`config.mk`:
```
export PLATFORM = sky130hd
export DESIGN_NAME = sensor_status
export DESIGN_NICKNAME = d
export VERILOG_FILES = /design/src/rtl/sensor_status.sv
export SDC_FILE = /design/constraint.sdc
export NUM_CORES = 1
export LEC_CHECK = 0
export CAP_MARGIN = 10
export CORE_ASPECT_RATIO = 0.6
export CORE_MARGIN = 4
export CORE_UTILIZATION = 45
export CTS_CLUSTER_DIAMETER = 40
export DETAILED_ROUTE_END_ITERATION = 8
export PLACE_DENSITY = 0.74
export SYNTH_ARGS = -nofsm -noshare
export SYNTH_HDL_FRONTEND = slang
export SYNTH_SLANG_ARGS = --single-unit
```
`constraint.sdc`:
```
create_clock -name clk -period 1.85 [get_ports clk]
set_input_delay 0.37 -clock clk [delete_from_list [all_inputs] [get_ports clk]]
set_output_delay 0.37 -clock clk [all_outputs]
set_load 0.01 [all_outputs]
```
`src/rtl/sensor_status.sv`:
```
// Vehicle sensor status: filtered thermal FSM with hysteresis, fuel-empty flag and trip odometer.
// Define SENSOR_STATUS_OVERHEAT_LATCH_EN to make cpu_overheated sticky until reset once HOT is reached.
module sensor_status #(
    parameter logic [7:0] HOT_TH  = 8'd90,
    parameter logic [7:0] COOL_TH = 8'd80,
    parameter int         FILT_N  = 3,
    parameter logic [7:0] FUEL_TH = 8'd10
) (
    input  logic        clk,
    input  logic        rst_n,
    input  logic        temp_valid,
    input  logic [7:0]  temp_data,
    input  logic        fuel_valid,
    input  logic [7:0]  fuel_level,
    input  logic        trip_start,
    input  logic [15:0] dest_dist,
    input  logic        odo_pulse,
    output logic        cpu_overheated,
    output logic        gas_tank_empty,
    output logic        arrived,
    output logic [15:0] trip_dist
);

    localparam logic [3:0] FILT_CNT = 4'(FILT_N);

    typedef enum logic [1:0] {T_COOL, T_WARMING, T_HOT, T_COOLING} therm_t;
    typedef enum logic [1:0] {TR_IDLE, TR_DRIVING, TR_ARRIVED} trip_t;

    therm_t      t_state, t_next;
    logic [3:0]  run_cnt, run_next;
    logic [3:0]  run_inc;
    logic        is_hot, is_cool;

    trip_t       tr_state, tr_next;
    logic [15:0] target, target_next;
    logic [15:0] dist_next, dist_inc;

    assign is_hot   = (temp_data >= HOT_TH);
    assign is_cool  = (temp_data < COOL_TH);
    assign run_inc  = run_cnt + 4'd1;
    assign dist_inc = (trip_dist == 16'hFFFF) ? trip_dist : trip_dist + 16'd1;

    always_comb begin
        t_next   = t_state;
        run_next = run_cnt;
        if (temp_valid) begin
            unique case (t_state)
                T_COOL: begin
                    if (is_hot) begin
                        if (FILT_CNT == 4'd1) begin
                            t_next   = T_HOT;
                            run_next = 4'd0;
                        end else begin
                            t_next   = T_WARMING;
                            run_next = 4'd1;
                        end
                    end
                end
                T_WARMING: begin
                    if (is_hot) begin
                        if (run_inc >= FILT_CNT) begin
                            t_next   = T_HOT;
                            run_next = 4'd0;
                        end else begin
                            run_next = run_inc;
                        end
                    end else begin
                        t_next   = T_COOL;
                        run_next = 4'd0;
                    end
                end
                T_HOT: begin
`ifdef SENSOR_STATUS_OVERHEAT_LATCH_EN
                    // Sticky overheat: cool samples are ignored once HOT is reached.
                    t_next   = T_HOT;
`else
                    if (is_cool) begin
                        if (FILT_CNT == 4'd1) begin
                            t_next   = T_COOL;
                            run_next = 4'd0;
                        end else begin
                            t_next   = T_COOLING;
                            run_next = 4'd1;
                        end
                    end
`endif
                end
                T_COOLING: begin
                    if (is_cool) begin
                        if (run_inc >= FILT_CNT) begin
                            t_next   = T_COOL;
                            run_next = 4'd0;
                        end else begin
                            run_next = run_inc;
                        end
                    end else begin
                        t_next   = T_HOT;
                        run_next = 4'd0;
                    end
                end
                default: begin
                    t_next   = T_COOL;
                    run_next = 4'd0;
                end
            endcase
        end
    end

    // trip_start has priority over everything, including a same-cycle odo_pulse.
    always_comb begin
        tr_next     = tr_state;
        target_next = target;
        dist_next   = trip_dist;
        if (trip_start) begin
            tr_next     = TR_DRIVING;
            target_next = dest_dist;
            dist_next   = 16'd0;
        end else begin
            unique case (tr_state)
                TR_IDLE: dist_next = 16'd0;
                TR_DRIVING: begin
                    if (odo_pulse) dist_next = dist_inc;
                    if (trip_dist >= target) tr_next = TR_ARRIVED;
                end
                TR_ARRIVED: begin
                    if (odo_pulse) dist_next = dist_inc;
                end
                default: begin
                    tr_next   = TR_IDLE;
                    dist_next = 16'd0;
                end
            endcase
        end
    end

    always_ff @(posedge clk or negedge rst_n) begin
        if (!rst_n) begin
            t_state        <= T_COOL;
            run_cnt        <= 4'd0;
            tr_state       <= TR_IDLE;
            target         <= 16'd0;
            trip_dist      <= 16'd0;
            cpu_overheated <= 1'b0;
            gas_tank_empty <= 1'b0;
            arrived        <= 1'b0;
        end else begin
            t_state        <= t_next;
            run_cnt        <= run_next;
            tr_state       <= tr_next;
            target         <= target_next;
            trip_dist      <= dist_next;
            cpu_overheated <= (t_next == T_HOT) || (t_next == T_COOLING);
            arrived        <= (tr_next == TR_ARRIVED);
            if (fuel_valid) gas_tank_empty <= (fuel_level <= FUEL_TH);
        end
    end

endmodule

```
After elaboration in Yosys (flattened, before gate mapping) --
Cells that the tools add are included.
Word-level totals: register bits after elaboration 43, input port bits 38
Cells by class: $add $sub $neg 2, magnitude comparators 5, equality and inequality tests 13, muxes and demuxes 21, reduce and logical (&&, ||, !) cells 7
Operator list (number):
- 16-bit 2-to-1 mux | 4
- 4-bit 2-to-1 mux | 5
- 2-bit 2-to-1 mux | 9
- 16-bit by 1-bit adder with 16-bit output (second input constant) | 1
- 16-bit equality test (second input constant) | 1
- 16-bit greater-or-equal comparator | 1
- 4-bit one-hot mux with 4 select lines | 1
- 2-bit equality test (second input constant) | 6
- 8-bit by 7-bit greater-or-equal comparator with 1-bit output (second input constant) | 1
- 8-bit by 4-bit <= comparator with 1-bit output (second input constant) | 1
- 8-bit by 7-bit < comparator with 1-bit output (second input constant) | 1
- 2-bit one-hot mux with 4 select lines | 1
- 4-bit by 1-bit adder with 4-bit output (second input constant) | 1
- 2-bit by 1-bit equality test with 1-bit output (second input constant) | 2
- 4-bit by 2-bit greater-or-equal comparator with 1-bit output (second input constant) | 1
- 2-bit zero test | 2
- 2-bit != test (second input constant) | 2
- 2-bit one-hot mux with 2 select lines | 1
- 2-bit OR reduction | 2
- 3-bit by 1-bit != test with 1-bit output (second input constant) | 1
- 3-bit != test (second input constant) | 1
- 3-bit AND reduction | 1
- 2-bit AND reduction | 1
- 1-bit logical OR | 1

Longest topological paths before layout --
depth after elaboration 8, mapped depth 7, mapped depth without buffers 7

Least setup slack after synthesis --
Ideal clock, no wire load.
path kind register -> register, start reg trip_dist[11], end reg arrived, setup time 0.138 ns, arrival 1.868 ns, data required time 1.712 ns, setup slack -0.156 ns, cell stages (with the launch flop) 7, period minus slack after synthesis 2.006 ns, cell sequence dfrtp_1 > ha_1 > and2_1 > a221o_1 > a211o_1 > o41ai_2 > a211oi_1
On the way: word-level cells in the longest chain between the ends 5
RTL lines:
- start: declaration | RTL line 21 | output logic [15:0] trip_dist
- start signal: assignment | RTL line 151 | trip_dist <= dist_next;
- 16-bit greater-or-equal comparator | RTL line 123 | if (trip_dist >= target) tr_next = TR_ARRIVED;
- 2-bit 2-to-1 mux | RTL line 123
- 2-bit one-hot mux with 2 select lines | RTL line 119 | unique case (tr_state)
- 2-bit 2-to-1 mux | RTL line 114 | if (trip_start) begin
- 2-bit equality test | RTL line 153 | arrived <= (tr_next == TR_ARRIVED);
- end signal: assignment | RTL line 153
- end: declaration | RTL line 20 | output logic arrived,
Every way passes these cells. A chain may end at the register's enable or synchronous reset.

Worst setup path in the final report --
start reg trip_dist[9], end reg arrived
The elaborated chain is that of the path after synthesis.

==> metrics.txt <==
# TYPE chip_impl_metric gauge
chip_impl_metric{name="track_usage",unit="%"} 18.7
chip_impl_metric{name="die_height",unit="microns"} 65.7
chip_impl_metric{name="synth.ff_latch_count",unit=""} 43
chip_impl_metric{name="areaGrowthSynthToFinish",unit="%"} 43.7
chip_impl_metric{name="vias_per_cell",unit=""} 5.34
chip_impl_metric{name="synth-seq-area-share",unit="%"} 43.1
chip_impl_metric{name="placement.cell_area",unit="sq um"} 3400
chip_impl_metric{name="synth_cell_types",unit=""} 47
chip_impl_metric{name="yosys.area_share.adder",unit="%"} 11.5
chip_impl_info{name="min-delay-path-class",value="in2async"} 1
chip_impl_metric{name="timing.critical_path.fanout_max",unit=""} 2
chip_impl_info{name="worstSetupPathType",value="reg2reg"} 1
chip_impl_metric{name="combinationalPowerShare",unit="%"} 23.6
chip_impl_metric{name="drt-wirelength-per-cell",unit="microns"} 14.9
chip_impl_metric{name="grt_pass1_vias",unit=""} 2243
chip_impl_metric{name="worst-endpoint-arrival",unit="ps"} 2140
chip_impl_metric{name="timing.final.ws_setup",unit="ps"} -134
chip_impl_metric{name="slew_headroom",unit="%"} 62.8
chip_impl_info{name="synthTopCellsByArea",value="dfrtp_1 43%, ha_1 12%, xnor2_1 4.6%, o21ai_0 4.4%, inv_1 4.4%"} 1
chip_impl_info{name="mostFrequentLayoutCell",value="clkdlybuf4s50_1"} 1
chip_impl_metric{name="powerDensity",unit="nW/um^2"} 586
chip_impl_metric{name="grt_pass1_wl",unit="mm"} 10.4
chip_impl_info{name="outcome",value="finished, violations left"} 1
chip_impl_metric{name="drv_cap",unit=""} 0
chip_impl_metric{name="leakage_power",unit="nW"} 1.63
chip_impl_metric{name="floorplan.io_pins",unit=""} 57
chip_impl_metric{name="total_power",unit="W"} 0.00210
chip_impl_info{name="critical_path.startpoint_type",value="flop"} 1
chip_impl_metric{name="dp_hpwl",unit="mm"} 4.97
chip_impl_metric{name="timing_worst_slew_pin_value",unit="ps"} 558
chip_impl_metric{name="hold_ws",unit="ps"} 65.6
chip_impl_metric{name="effective_utilization_at_floorplan",unit="%"} 48.0
chip_impl_info{name="netlist.top_cell.by_area",value="dfrtp_1"} 1
chip_impl_metric{name="antenna_left",unit=""} 0
chip_impl_metric{name="ys_warn_count",unit=""} 0
chip_impl_metric{name="nets",unit=""} 417
chip_impl_metric{name="cts_htree_levels",unit=""} 2
chip_impl_metric{name="fraction_of_synthesized_cell_area_in_xor_and_xnor_cells",unit="%"} 4.56
chip_impl_metric{name="cellInternalPower",unit="W"} 0.00152
chip_impl_info{name="rsz_0062_raised_after_global_routing",value="true"} 1
chip_impl_metric{name="die_area",unit="sq um"} 6850
chip_impl_metric{name="worst-endpoint-required",unit="ps"} 2010
chip_impl_metric{name="switching_share",unit="%"} 27.5
chip_impl_metric{name="finalHoldViolCount",unit=""} 0
chip_impl_metric{name="clkPwrFrac",unit="%"} 26.9
chip_impl_metric{name="drt_drc_violations_left",unit=""} 0
chip_impl_metric{name="timing.final.setup_violations",unit=""} 3
chip_impl_metric{name="area_share_of_the_leading_cell_type_in_the_synthesized_netlist",unit="%"} 43.1
chip_impl_metric{name="pwr-share-seq",unit="%"} 49.5
chip_impl_metric{name="drt-total-wl",unit="mm"} 6.30
chip_impl_info{name="failed_checks",value="setup timing"} 1
chip_impl_metric{name="place.port_buffers",unit=""} 55
chip_impl_metric{name="worst_clock_skew",unit="ps"} 4.42
chip_impl_metric{name="max-vdd-ir-drop",unit="uV"} 409
chip_impl_metric{name="finish.utilization",unit="%"} 69.0
chip_impl_metric{name="routed_vias",unit=""} 2259
chip_impl_metric{name="power.net_switching",unit="W"} 0.000578
chip_impl_metric{name="netlist_instances",unit=""} 263
chip_impl_info{name="cts.root.buffer_cell",value="clkbuf_8"} 1
chip_impl_metric{name="final_layout_size_suffix_gt1_share",unit="%"} 19.3
chip_impl_metric{name="tritoncts_num_sinks",unit=""} 43
chip_impl_metric{name="ctsHoldBuffers",unit=""} 0
chip_impl_metric{name="synth_compound_gate_area_share",unit="%"} 16.5
chip_impl_metric{name="placement_rows",unit=""} 20
chip_impl_metric{name="cts.clk_slew.worst_paths",unit="ps"} 80
chip_impl_metric{name="netlist_area",unit="sq um"} 2500
chip_impl_info{name="mostFrequentLayoutCells",value="54 x clkdlybuf4s50_1, 39 x dfrtp_1, 36 x buf_4"} 1
chip_impl_metric{name="die_w",unit="microns"} 104
chip_impl_metric{name="fill_cells",unit=""} 406
chip_impl_metric{name="core",unit="sq um"} 5200
chip_impl_info{name="synth_top_family_by_area",value="simple AND/OR/NAND/NOR gates"} 1
chip_impl_metric{name="drt_first_pass_iters",unit=""} 4
chip_impl_info{name="synth_top_flop_cell",value="dfrtp_1"} 1
chip_impl_metric{name="cts_buffers",unit=""} 5
chip_impl_metric{name="synth_enable_flop_cells",unit=""} 0
chip_impl_metric{name="timing.fmax",unit="GHz"} 0.504
chip_impl_metric{name="finish.instance_area",unit="sq um"} 3590
chip_impl_metric{name="reg2regPathDepth",unit=""} 6
chip_impl_metric{name="initialDrtViolationCount",unit=""} 111
chip_impl_metric{name="timing.final.crit_share",unit="%"} 107
chip_impl_metric{name="routabilityCongestion",unit=""} 0.830
chip_impl_metric{name="post_synth_and_or_nand_nor_area_fraction",unit="%"} 17.8
chip_impl_metric{name="postSynthNetCount",unit=""} 324
chip_impl_metric{name="clockBufferDepth",unit=""} 2
chip_impl_metric{name="grt_overflow_total",unit=""} 0
chip_impl_metric{name="synthMuxAreaShare",unit="%"} 1.25
chip_impl_info{name="reg2reg_from",value="trip_dist[9]$_DFFE_PN0P_"} 1
chip_impl_info{name="cp-end-kind",value="flop"} 1
chip_impl_metric{name="synth_area_per_cell",unit="sq um"} 9.50
chip_impl_metric{name="grt_max_degree",unit=""} 29
chip_impl_info{name="cts_tree",value="built"} 1
chip_impl_metric{name="drv_slew",unit=""} 0
chip_impl_metric{name="finalCriticalPeriod",unit="ps"} 1980
chip_impl_metric{name="async_reset_ff_share",unit="%"} 100
chip_impl_info{name="crit-reg2reg-capture",value="arrived$_DFF_PN0_"} 1
chip_impl_metric{name="count_of_antenna_diodes_in_the_layout",unit=""} 0
chip_impl_metric{name="clk-insertion-delay-late",unit="ps"} 290
chip_impl_metric{name="reg2reg_slack",unit="ps"} -130
chip_impl_metric{name="initial_antenna_violation_count",unit=""} 0
## cells by family after synthesis
family | Yosys count
and+or+nand+nor | 91
xor gates and xnor gates | 13
adders and majority gates | 23
muxes | 3
AOI/OAI and AO/OA | 55
buffers and inverters | 35
DFF | 43
## final cells by class
type / count / area (sq um) / area share (%)
Tap cell: 66 / 82.6 / 2.30
Sequential cell: 43 / 1080 / 30.1
Clock buffer: 7 / 76.3 / 2.13
Multi-Input combinational cell: 185 / 1400 / 39.0
Inverter: 29 / 109 / 3.03
Clock inverter: 1 / 5.00 / 0.139
Timing Repair Buffer: 92 / 836 / 23.3
## state kept, by name, summed over array words and instances (netlist names)
name            cells
target             16
trip_dist          16
run_cnt             4
t_state             2
tr_state            2
arrived             1
cpu_overheated      1
gas_tank_empty      1
## Yosys cell counts, drive strengths merged, types with 3 or more instances
cell	number
nand3	8
ha	23
xnor2	13
clkbuf	6
nor2	21
nand2	26
a21oi	4
o21ai	23
nand4	5
and2	4
dfrtp	43
a21o	3
nor4	5
nor3	10
o221ai	3
inv	29
## routing by layer
metal  share of wire, %  GRT usage (%)
met1                 49           26.5
met2                 45           29.6
met3                5.6           5.00
met4               0.33           2.65
met5                  0              0
## per-stage QoR
step,cells,setup WS (ps),TNS [ps]
floorplan,263,-73.9,-130
global placement,411,-90.1,-420
detailed placement,411,-138,-826
CTS,422,-136,-309
global route,423,-247,-605
finish,423,-134,-247
## worst max path at each step
stage	slack, ps	start	cells after the start	end
2_1_floorplan	-70	trip_dist[9]$_DFFE_PN0P_	6	arrived$_DFF_PN0_
3_3_place_gp	-90	trip_dist[9]$_DFFE_PN0P_	6	arrived$_DFF_PN0_
3_5_place_dp	-140	trip_dist[10]$_DFFE_PN0P_	6	arrived$_DFF_PN0_
4_1_cts	-140	trip_dist[9]$_DFFE_PN0P_	6	arrived$_DFF_PN0_
5_1_grt	-250	trip_dist[9]$_DFFE_PN0P_	6	arrived$_DFF_PN0_
6_report	-130	trip_dist[9]$_DFFE_PN0P_	6	arrived$_DFF_PN0_
## power groups by stage
stage / logic, W / clock network [W] / registers, W
floorplan: 0.000230 / 0 / 0.00106
global placement: 0.000435 / 0 / 0.00107
detailed placement: 0.000455 / 0 / 0.00107
CTS: 0.000465 / 0.000585 / 0.00105
global route: 0.000556 / 0.000623 / 0.00105
finish: 0.000496 / 0.000565 / 0.00104
## timing repair
action                                  CTS  global route
endpoints found under the setup margin   11            15
resized for setup                         2            12
pin swaps                                 2             5
buffers inserted                          3             1
## critical path: stages (launching register included)
cell and delay (ps):
dfrtp_2 430, ha_4 240, a21o_1 150, a221o_1 310
a211o_1 340, o41ai_2 270, a211oi_1 130
(Power assumes the default switching activity.)
